$ cat src/rtl/serial_bcs_comparator.sv
// serial_bcs_comparator
// Bit-serial magnitude comparator. One bit comparator slice is reused once
// per clock, walking the operands MSB-first with the chain state (e, g)
// held in registers between steps. Operands arrive over a valid/ready
// handshake and the eq/gt/lt result, plus the number of bit positions
// examined, leaves over a second valid/ready handshake.

module serial_bcs_comparator #(
    parameter int WIDTH      = 8,
    parameter bit EARLY_EXIT = 1'b1,
    localparam int CW        = $clog2(WIDTH + 1)
) (
    input  logic             clk,
    input  logic             reset,
    input  logic             in_valid,
    output logic             in_ready,
    input  logic [WIDTH-1:0] a,
    input  logic [WIDTH-1:0] b,
    output logic             out_valid,
    input  logic             out_ready,
    output logic             eq,
    output logic             gt,
    output logic             lt,
    output logic [CW-1:0]    cycles
);

    typedef enum logic [1:0] {
        IDLE,
        SHIFT,
        DONE
    } state_t;

    state_t           state_q;
    logic [WIDTH-1:0] aShift_q;
    logic [WIDTH-1:0] bShift_q;
    logic             e_q;
    logic             g_q;
    logic [CW-1:0]    count_q;
    logic             outValid_q;
    logic             eq_q;
    logic             gt_q;
    logic             lt_q;
    logic [CW-1:0]    cycles_q;

    logic             ai;
    logic             bi;
    logic             e_d;
    logic             g_d;
    logic [CW-1:0]    count_d;
    logic             lastBit;
    logic             stopScan;

    // The current bit always sits in the MSB of the shift registers, so the
    // slice only ever looks at the top bit; count_q doubles as the bit index.
    always_comb begin
        ai       = aShift_q[WIDTH-1];
        bi       = bShift_q[WIDTH-1];
        e_d      = e_q & ~(ai ^ bi);
        g_d      = g_q | (e_q & ai & ~bi);
        count_d  = count_q + 1'b1;
        lastBit  = (count_q == CW'(WIDTH - 1));
        stopScan = lastBit | (EARLY_EXIT & ~e_d);
    end

    // Control FSM with the datapath registers; the result is captured on the
    // edge that leaves SHIFT so it stays frozen for the whole DONE period.
    always_ff @(posedge clk or negedge reset) begin
        if (!reset) begin
            state_q    <= IDLE;
            aShift_q   <= '0;
            bShift_q   <= '0;
            e_q        <= 1'b1;
            g_q        <= 1'b0;
            count_q    <= '0;
            outValid_q <= 1'b0;
            eq_q       <= 1'b0;
            gt_q       <= 1'b0;
            lt_q       <= 1'b0;
            cycles_q   <= '0;
        end else begin
            case (state_q)
                IDLE: begin
                    if (in_valid) begin
                        aShift_q <= a;
                        bShift_q <= b;
                        e_q      <= 1'b1;
                        g_q      <= 1'b0;
                        count_q  <= '0;
                        state_q  <= SHIFT;
                    end
                end
                SHIFT: begin
                    aShift_q <= aShift_q << 1;
                    bShift_q <= bShift_q << 1;
                    e_q      <= e_d;
                    g_q      <= g_d;
                    count_q  <= count_d;
                    if (stopScan) begin
                        eq_q       <= e_d;
                        gt_q       <= g_d;
                        lt_q       <= ~e_d & ~g_d;
                        cycles_q   <= count_d;
                        outValid_q <= 1'b1;
                        state_q    <= DONE;
                    end
                end
                DONE: begin
                    if (out_ready) begin
                        outValid_q <= 1'b0;
                        state_q    <= IDLE;
                    end
                end
                default: begin
                    state_q <= IDLE;
                end
            endcase
        end
    end

    // Output mapping; in_ready follows the state so it rises as soon as reset
    // forces IDLE.
    always_comb begin
        in_ready  = (state_q == IDLE);
        out_valid = outValid_q;
        eq        = eq_q;
        gt        = gt_q;
        lt        = lt_q;
        cycles    = cycles_q;
    end

endmodule

$ cat config.mk
export PLATFORM = sky130hd
export DESIGN_NAME = serial_bcs_comparator
export DESIGN_NICKNAME = d
export VERILOG_FILES = /design/src/rtl/serial_bcs_comparator.sv
export SDC_FILE = /design/constraint.sdc
export NUM_CORES = 1
export LEC_CHECK = 0
export BUFFER_PORTS_ARGS = -buffer_cell sky130_fd_sc_hd__buf_2
export CAP_MARGIN = 10
export CORE_ASPECT_RATIO = 0.75
export CORE_MARGIN = 2
export CORE_UTILIZATION = 52
export DETAILED_ROUTE_END_ITERATION = 8
export PLACE_DENSITY = 0.76
export SYNTH_ARGS = -nofsm -noshare
export SYNTH_HDL_FRONTEND = slang
export SYNTH_SLANG_ARGS = --single-unit
$ cat constraint.sdc
create_clock -name clk -period 2 [get_ports clk]
set_input_delay 0.1 -clock clk [delete_from_list [all_inputs] [get_ports clk]]
set_output_delay 0.1 -clock clk [all_outputs]
set_load 0.02 [all_outputs]
# [Word level (Yosys, flattened, before mapping)]
# Index checks and enable logic that the tools add are counted.
[word_totals] inputBits=20 out_inout_bits=9 regBits=32
[op_classes] bitwise_logic=11 n_reduce_logical=7 n_mux=17 eq_ne=6 addsub=1
[ops] op="$pmux 8 s2" n=2
[ops] op="$mux 8" n=2
[ops] op="$pmux 4 s2" n=1
[ops] op="$mux 2" n=3
[ops] op="$ne 2x2->1 const B" n=3
[ops] op="$pmux 1 s2" n=3
[ops] op="$pmux 2 s3" n=1
[ops] op="$reduce_and 3->1" n=2
[ops] op="$add 4x1->4 const B" n=1
[ops] op="$and 1x1->1" n=4
[ops] op="$eq 4x3->1 const B" n=1
[ops] op="$mux 1" n=4
[ops] op="$mux 4" n=1
[ops] op="$not 1->1" n=4
[ops] op="$reduce_and 2->1" n=2
[ops] op="$reduce_bool 2->1" n=2
[ops] op="$eq 2x1->1 const B" n=1
[ops] op="$eq 2x2->1 const B" n=1
[ops] op="$logic_not 2->1" n=1
[ops] op="$or 1x1->1" n=2
[ops] op="$xor 1x1->1" n=1

# [Longest topological paths before layout]
# Gate-level depths: netlist (run 1).
[depth] depth_word=7 mapped_depth=5 ltp_nobuf=4

# [Least setup slack after synthesis (run 1)]
# No wires, ideal clock.
[synth_path] kind="register to register" startpoint="register count_q[0]" endpoint="register cycles_q[1] (netlist: cycles[1])" t_required_ns=1.875 path_stages_with_launch=5 synth_period_minus_slack_ns=1.536 path_slack_ns=0.464 arrival_time_ns=1.411 path_buffers=0 cell_sequence="dfrtp_1 > ha_1 > nand3b_1 > a31oi_4 > mux2_2"
[synth_between] elab_chain_cells=3
[synth_rtl] item="start: declaration" line_no="38" source="logic [CW-1:0] count_q;"
[synth_rtl] item="start signal: assignment" line_no="97" source="count_q <= count_d;"
[synth_rtl] item="$eq 4x3->1" line_no="61" source="lastBit = (count_q == CW'(WIDTH - 1));"
[synth_rtl] item="$or 1x1->1" line_no="62" source="stopScan = lastBit | (EARLY_EXIT & ~e_d);"
[synth_rtl] item="$reduce_and 2->1 (no line)"
[synth_rtl] item="end signal: assignment" line_no="102" source="cycles_q <= count_d;"
[synth_rtl] item="end: declaration" line_no="43" source="logic [CW-1:0] cycles_q;"
# Several ways; a longest one is shown, not always the timed one.
# A chain may end at the register's enable or synchronous reset.

# [Worst setup path after layout (run 1)]
[layout_path] startpoint="register state_q[0]" endpoint="register count_q[2]"
[layout_between] elab_chain_cells=3
[layout_rtl] item="start: declaration" line_no="33" source="state_t state_q;"
[layout_rtl] item="start signal: assignment" line_no="69" source="state_q <= IDLE;"
[layout_rtl] item="start signal: assignment" line_no="89" source="state_q <= SHIFT;"
[layout_rtl] item="start signal: assignment" line_no="104" source="state_q <= DONE;"
[layout_rtl] item="$eq 2x1->1 / $logic_not 2->1 (equally long branches)" line_no="81" source="case (state_q)"
[layout_rtl] item="$reduce_bool 2->1 (no line) / $ne 2x2->1 (equally long branches)"
[layout_rtl] item="$reduce_and 2->1 (no line)"
# Several ways; a longest one is shown, not always the timed one.

==> metrics.log, run 1 <==
[metrics] met1 wire length: 1330 microns
[metrics] Worst-Margin Slew: 1120 ps
[metrics] final hold violation count: 0
[metrics] flops & latches, synth: 32
[metrics] max-capacitance violation count: 0
[metrics] top area cells in the synthesized netlist: dfrtp_1, a22oi_1, o21ai_0, nor2b_1, a21oi_1
[metrics] maximum operating frequency: 562 MHz
[metrics] final WL: 2940 microns
[metrics] count of nets left with antenna violations after detail routing: 0
[metrics] H-Tree Level Count: 2
[metrics] Post-layout nets: 193
[metrics] final core utilization: 66.1%
[metrics] number of flops mapped to enable cells by yosys: 0
[metrics] post-layout instance area: 1750 sq um
[metrics] unrepaired setup endpoints after global routing: false
[metrics] total nets after synthesis: 162
[metrics] number of gates resized after CTS: 0
[metrics] clock slew at reported path FFs: 60 ps
[metrics] starting utilization of the core area: 55.7%
[metrics] wire length of the first global-routing pass: 5200 microns
[metrics] power per unit of standard cell area: 1550 nW/um^2
[metrics] Top Layer Used: met4
[metrics] clock sink count: 32
[metrics] pins over their slew limit: 0
[metrics] sequential element share of the synthesized area: 54.5%
[metrics] final critical-path share of the clock period: 88.9%
[metrics] HP Class: in -> reg
[metrics] largest net degree at the start of global routing: 33
[metrics] Clk Latency, worst-skew pair: 280 ps
[metrics] setup TNS after final layout: 0 ps
[metrics] result of the run: complete, no violations
[metrics] antenna violations before repair: 0
[metrics] via count: 1166
[metrics] buffer cell driving the clock tree root: clkbuf_8
[metrics] horizontal die dimension: 65.4 microns
[metrics] number of search-and-repair iterations in the first detailed-routing pass: 4
[metrics] number of inserted diodes: 0
[metrics] Final Total Pwr: 2.71 mW
[metrics] arrival time worst endpoint: 1980 ps
[metrics] area of the die: 3280 sq um
[metrics] startpoint type of the worst setup path: flip-flop
[metrics] number of buffer cells added on primary ports: 28
[metrics] post-detail-place hpwl: 2060 microns
[metrics] routability congestion estimate from global placement: 0.775
[metrics] ports placed on the boundary: 29
[metrics] Final setup viols: 0
[metrics] proportion of layout cells with a drive suffix above 1: 26.0%
[metrics] maximum net fanout on the critical path: 16
[metrics] area after detailed placement: 1650 sq um
[metrics] worst hold margin: 32.4 ps
[metrics] total routing usage reported by global routing: 21.0%
[metrics] Clock Skew: 4.29 ps
[metrics] count of unique library cells instantiated by Yosys: 32
[metrics] number of DRC violations after detailed routing: 0
[metrics] classification of the worst setup path: reg -> reg
[metrics] via density per instance: 5.58
[metrics] static leakage power: 0.809 nW
[metrics] dominant register cell in the synthesized netlist: dfrtp_1
[metrics] total clock buffers created by CTS: 5
[metrics] synthesized area per cell: 10.4 sq um
[metrics] Syn Inst Count: 141
[metrics] fraction of registers with async set or reset after synthesis: 100%
[metrics] routed wl met3: 285 microns
[metrics] deepest clock path buffer count: 2
[metrics] post-synthesis cell type with the largest combined area: dfrtp_1
[metrics] Core Rows: 16
[metrics] top cell type's share of synthesized area: 52.7%
[metrics] CTS tree: built
[metrics] die span in y: 50.1 microns
[metrics] maximum VDD drop: 0.732 mV
[metrics] met2 wirelength from detailed routing: 1300 microns
[metrics] first-iteration detailed-routing DRC count: 97
[metrics] via count of the first global-routing pass: 1130
[metrics] max-slew headroom at the worst pin: 25.0%
[metrics] cell with the most instances after synthesis: dfrtp_1
[metrics] Final Critical Period: 1780 ps
[metrics] yosys warns: 0
[metrics] leftover overflow at the end of global routing: 0
[metrics] required time worst endpoint: 2200 ps
[metrics] post-DR wirelength/cell: 14.0 microns
[metrics] most numerous cell types in the synthesized netlist: dfrtp_1, o21ai_0, a22oi_1
[metrics] synthesized area: 1470 sq um
[metrics] placeable core region: 2640 sq um
[metrics] Area growth, synth to finish: 18.6%
[metrics] Critical Path End Type: flip-flop
-- stage by stage --
stage               std cells  worst slack, ps
CTS                       209              246
finish                    209              221
global placement          200              285
floorplan                 141              464
detailed placement        200              258
global route              209            0.379
-- cell usage in the layout, fill, tap and decap left out --
cell type      instances
o22ai_1                1
buf_4                  4
clkbuf_8               6
o21bai_1               1
nand2b_1               2
and2b_1                1
o21ba_2                1
ha_1                   1
mux2_2                 3
o21ai_0               18
a31oi_4                1
mux2i_1                2
a31oi_1                1
xnor2_1                2
dlygate4sd3_1          1
buf_2                 28
clkbuf_1               2
a22oi_1               14
dfrtp_1               31
nand3b_1               1
nor2b_1                9
nand3_1                2
o2bb2ai_1              1
xor2_1                 1
a21oi_1               11
a22o_1                 3
a2bb2oi_1              1
nand2_1               11
dfstp_2                1
or2_2                  1
inv_1                  6
nor3b_1                2
nor2_1                 3
-- final cells by class --
class	instances	area (sq um)
fill	229	897
sequential	32	802
multi-input combinational	94	606
timing repair buffer	33	180
clock buffer	8	90.1
tap	36	45.0
inverter	6	22.5
-- layer usage --
metal | track usage (%) | vias to the layer above
li1 | - | 559
met5 | 0 | -
met1 | 29.5 | 552
met4 | 7.29 | 0
met3 | 5.71 | 2
met2 | 31.5 | 53
-- cell families (layout without fill, tap and decap cells) --
group	count (synthesis)	after routing	share of synthesized area, %
AOI/OAI and AO/OA	53	53	23.5
xor gates and xnor gates	3	3	1.79
adders and majority gates	1	1	0.850
buffers and inverters	15	47	4.34
DFF	32	32	54.5
muxes	5	5	3.66
and+or+nand+nor	32	32	11.4
-- critical path: stages, from the launching register on --
cell,delay [ps]
dfrtp_1,450
o21bai_1,910
o21ai_0,220
o21ai_0,120
-- final timing paths --
check	cells past startpoint	end	startpoint	slack, ps
hold reg to reg	2	aShift_q[1]	aShift_q[1]	480
hold / removal	2	bShift_q[0]	b[0]	30
setup reg to reg	3	count_q[2]	state_q[0]	220
setup / recovery	3	count_q[2]	state_q[0]	220
max in group asynchronous	2	bShift_q[1]	reset	1150
min in group asynchronous	2	state_q[1]	reset	390
-- state kept, by name, indices dropped and copies added, names as in the netlist, 2 cells and up --
signal / cells
bShift_q: 8
count_q: 4
aShift_q: 8
cycles: 4
state_q: 2
-- power by group --
| part | internal, mW | leakage [nW] | switching [mW] | total (mW) |
|---|---|---|---|---|
| sequential | 0.920 | 0.405 | 0.189 | 1.11 |
| clock | 0.280 | 0.0455 | 0.228 | 0.508 |
| combinational | 0.467 | 0.359 | 0.623 | 1.09 |
| total | 1.67 | 0.809 | 1.04 | 2.71 |
-- repair_timing --
| action | 4_1_cts | 5_1_grt |
|---|---|---|
| endpoints found under the hold margin | 31 | 0 |
| setup buffers | 0 | 0 |
| hold buffers | 1 | 0 |
(Power assumes the default switching activity.)
==> run 2: changes to the inputs <==
Settings changed: CELL_PAD_IN_SITES_DETAIL_PLACEMENT set to 1, CELL_PAD_IN_SITES_GLOBAL_PLACEMENT set to 2, CORE_UTILIZATION 52 to 34, PLACE_DENSITY 0.76 to unset, PLACE_DENSITY_LB_ADDON set to 0.1.
==> run 2 against run 1 <==
Sequential cell count stayed put; hold slack better by 9.3 ps; first-iteration DRC count is 56% lower; critical path type unchanged; critical endpoint is now cycles[2]; largest cell class unchanged.
==> metrics.log, run 2 (same netlist as run 1, synthesis figures left out) <==
[metrics] area of the die: 4880 sq um
[metrics] registers with the highest flip-flop counts: aShift_q x8, bShift_q x8
[metrics] most common library cell in the layout ignoring fill and taps: dfrtp_1
[metrics] capture point of the worst path: cycles[2]
[metrics] final hold violation count: 0
[metrics] required time worst endpoint: 2160 ps
[metrics] final critical-path share of the clock period: 85.1%
[metrics] buffer cell driving the clock tree root: clkbuf_8
[metrics] post-DR wirelength/cell: 15.0 microns
[metrics] via count: 1137
[metrics] pins over their slew limit: 0
[metrics] routability congestion estimate from global placement: 0.722
[metrics] total routing usage reported by global routing: 16.3%
[metrics] number of DRC violations after detailed routing: 0
[metrics] wire length of the first global-routing pass: 5880 microns
[metrics] arrival time worst endpoint: 1860 ps
[metrics] post-detail-place hpwl: 2390 microns
[metrics] result of the run: complete, no violations
[metrics] maximum net fanout on the critical path: 8
[metrics] Final Critical Period: 1700 ps
[metrics] destination of the worst register-to-register timing path: cycles[2]
[metrics] R2R Path Start: count_q[0]
[metrics] Critical Path End Type: flip-flop
[metrics] number of cells on the worst reg-to-reg path: 4
[metrics] antenna violations before repair: 0
[metrics] Area growth, synth to finish: 20.7%
[metrics] largest net degree at the start of global routing: 33
[metrics] placeable core region: 4100 sq um
[metrics] unrepaired setup endpoints after global routing: false
[metrics] slowest stage cell, crit path: dfrtp_1
[metrics] HP Class: in -> reg
[metrics] power per unit of standard cell area: 1540 nW/um^2
[metrics] ports placed on the boundary: 29
[metrics] total clock buffers created by CTS: 5
[metrics] classification of the worst setup path: reg -> reg
[metrics] worst setup slack after layout: 298 ps
[metrics] Core Rows: 20
[metrics] count of nets left with antenna violations after detail routing: 0
[metrics] number of gates resized after CTS: 0
[metrics] Post-Place Setup Slack: 292 ps
[metrics] # fillers: 492
[metrics] deepest clock path buffer count: 2
[metrics] first-iteration detailed-routing DRC count: 43
[metrics] Post-layout nets: 194
[metrics] die span in y: 61.0 microns
[metrics] CTS tree: built
[metrics] Crit. Startpoint: count_q[0]
[metrics] Clock Skew: 4.31 ps
[metrics] clock sink count: 32
[metrics] via count of the first global-routing pass: 1207
[metrics] via density per instance: 4.97
[metrics] setup slack of the worst register-to-register path: 300 ps
[metrics] number of search-and-repair iterations in the first detailed-routing pass: 4
[metrics] Worst-Margin Slew: 722 ps
[metrics] Clk Latency, worst-skew pair: 270 ps
[metrics] clock slew at reported path FFs: 60 ps
[metrics] Final setup viols: 0
[metrics] most used cells in the layout excluding fill and tap cells: dfrtp_1, buf_2, o21ai_0
[metrics] crit-path cells: ha_1 > nand3b_1 > a31oi_4 > mux2_2
[metrics] maximum VDD drop: 0.543 mV
[metrics] number of buffer cells added on primary ports: 28
[metrics] max-slew headroom at the worst pin: 51.8%
[metrics] maximum operating frequency: 587 MHz
[metrics] proportion of layout cells with a drive suffix above 1: 26.4%
[metrics] flip-flop and latch area: 802 sq um
[metrics] setup TNS after final layout: 0 ps
[metrics] static leakage power: 0.814 nW
[metrics] combined area of the multi-input logic cells: 606 sq um
[metrics] leftover overflow at the end of global routing: 0
[metrics] highest cell delay on the worst timing path: 410 ps
[metrics] max-capacitance violation count: 0
[metrics] final WL: 3450 microns
[metrics] startpoint type of the worst setup path: flip-flop
[metrics] starting utilization of the core area: 35.9%
[metrics] H-Tree Level Count: 2
[metrics] number of inserted diodes: 0
[metrics] horizontal die dimension: 80.0 microns
[run 2: metrics by stage]
stage          instance area (sq um)  utilization (%)  instances  power [mW]  hold WS [ps]
3_5_place_dp                    1680             40.9        220        2.27           206
5_1_grt                         1780             43.3        229        3.00          32.8
2_1_floorplan                   1470                -        141        1.90          -196
4_1_cts                         1780             43.3        229        2.78          35.2
3_3_place_gp                    1680             40.9        220        2.21           196
6_report                        1780             43.3        229        2.74          41.7
[run 2: area by class of cell]
type                            count  area share (%)
Tap cell                           55            3.87
Inverter                            6            1.27
Multi-Input combinational cell     94            34.1
Timing Repair Buffer               34            10.6
Clock buffer                        8            5.07
Sequential cell                    32            45.1
[run 2: how the worst min path moves through the flow]
stage | start | end | cells past startpoint
final | a[0] | aShift_q[0] | 2
after CTS | a[0] | aShift_q[0] | 2
after detailed placement | reset | cycles[2] | 1
after global routing | a[0] | aShift_q[0] | 2
after global placement | reset | cycles[2] | 1
after floorplan | reset | aShift_q[0] | 0
[run 2: critical path: cells and delay by family, from the launching register on]
family | cells | cell delay, ps
AOI/OAI and AO/OA | 1 | 380
and+or+nand+nor | 1 | 180
DFF | 1 | 410
muxes | 1 | 380
adders and majority gates | 1 | 240
[run 2: repair_timing]
action                     CTS  global route
setup buffers                0             0
hold buffers                 1             0
setup endpoints to repair    0             0
hold endpoints to repair    31             0
[run 2: power by group]
group          total, mW  internal (mW)  leakage (nW)  switching [mW]
Clock              0.499          0.280        0.0455           0.219
Sequential          1.10          0.920         0.405           0.176
Combinational       1.15          0.480         0.363           0.667
Total               2.74           1.68         0.814            1.06
[run 2: per-layer routing]
layer,vias to the layer above,global-route usage [%],share of wire [%]
met5,-,0,0
met4,0,5.81,0.93
met3,4,4.32,4.6
met2,22,24.5,43
met1,551,23.0,52
li1,560,-,-
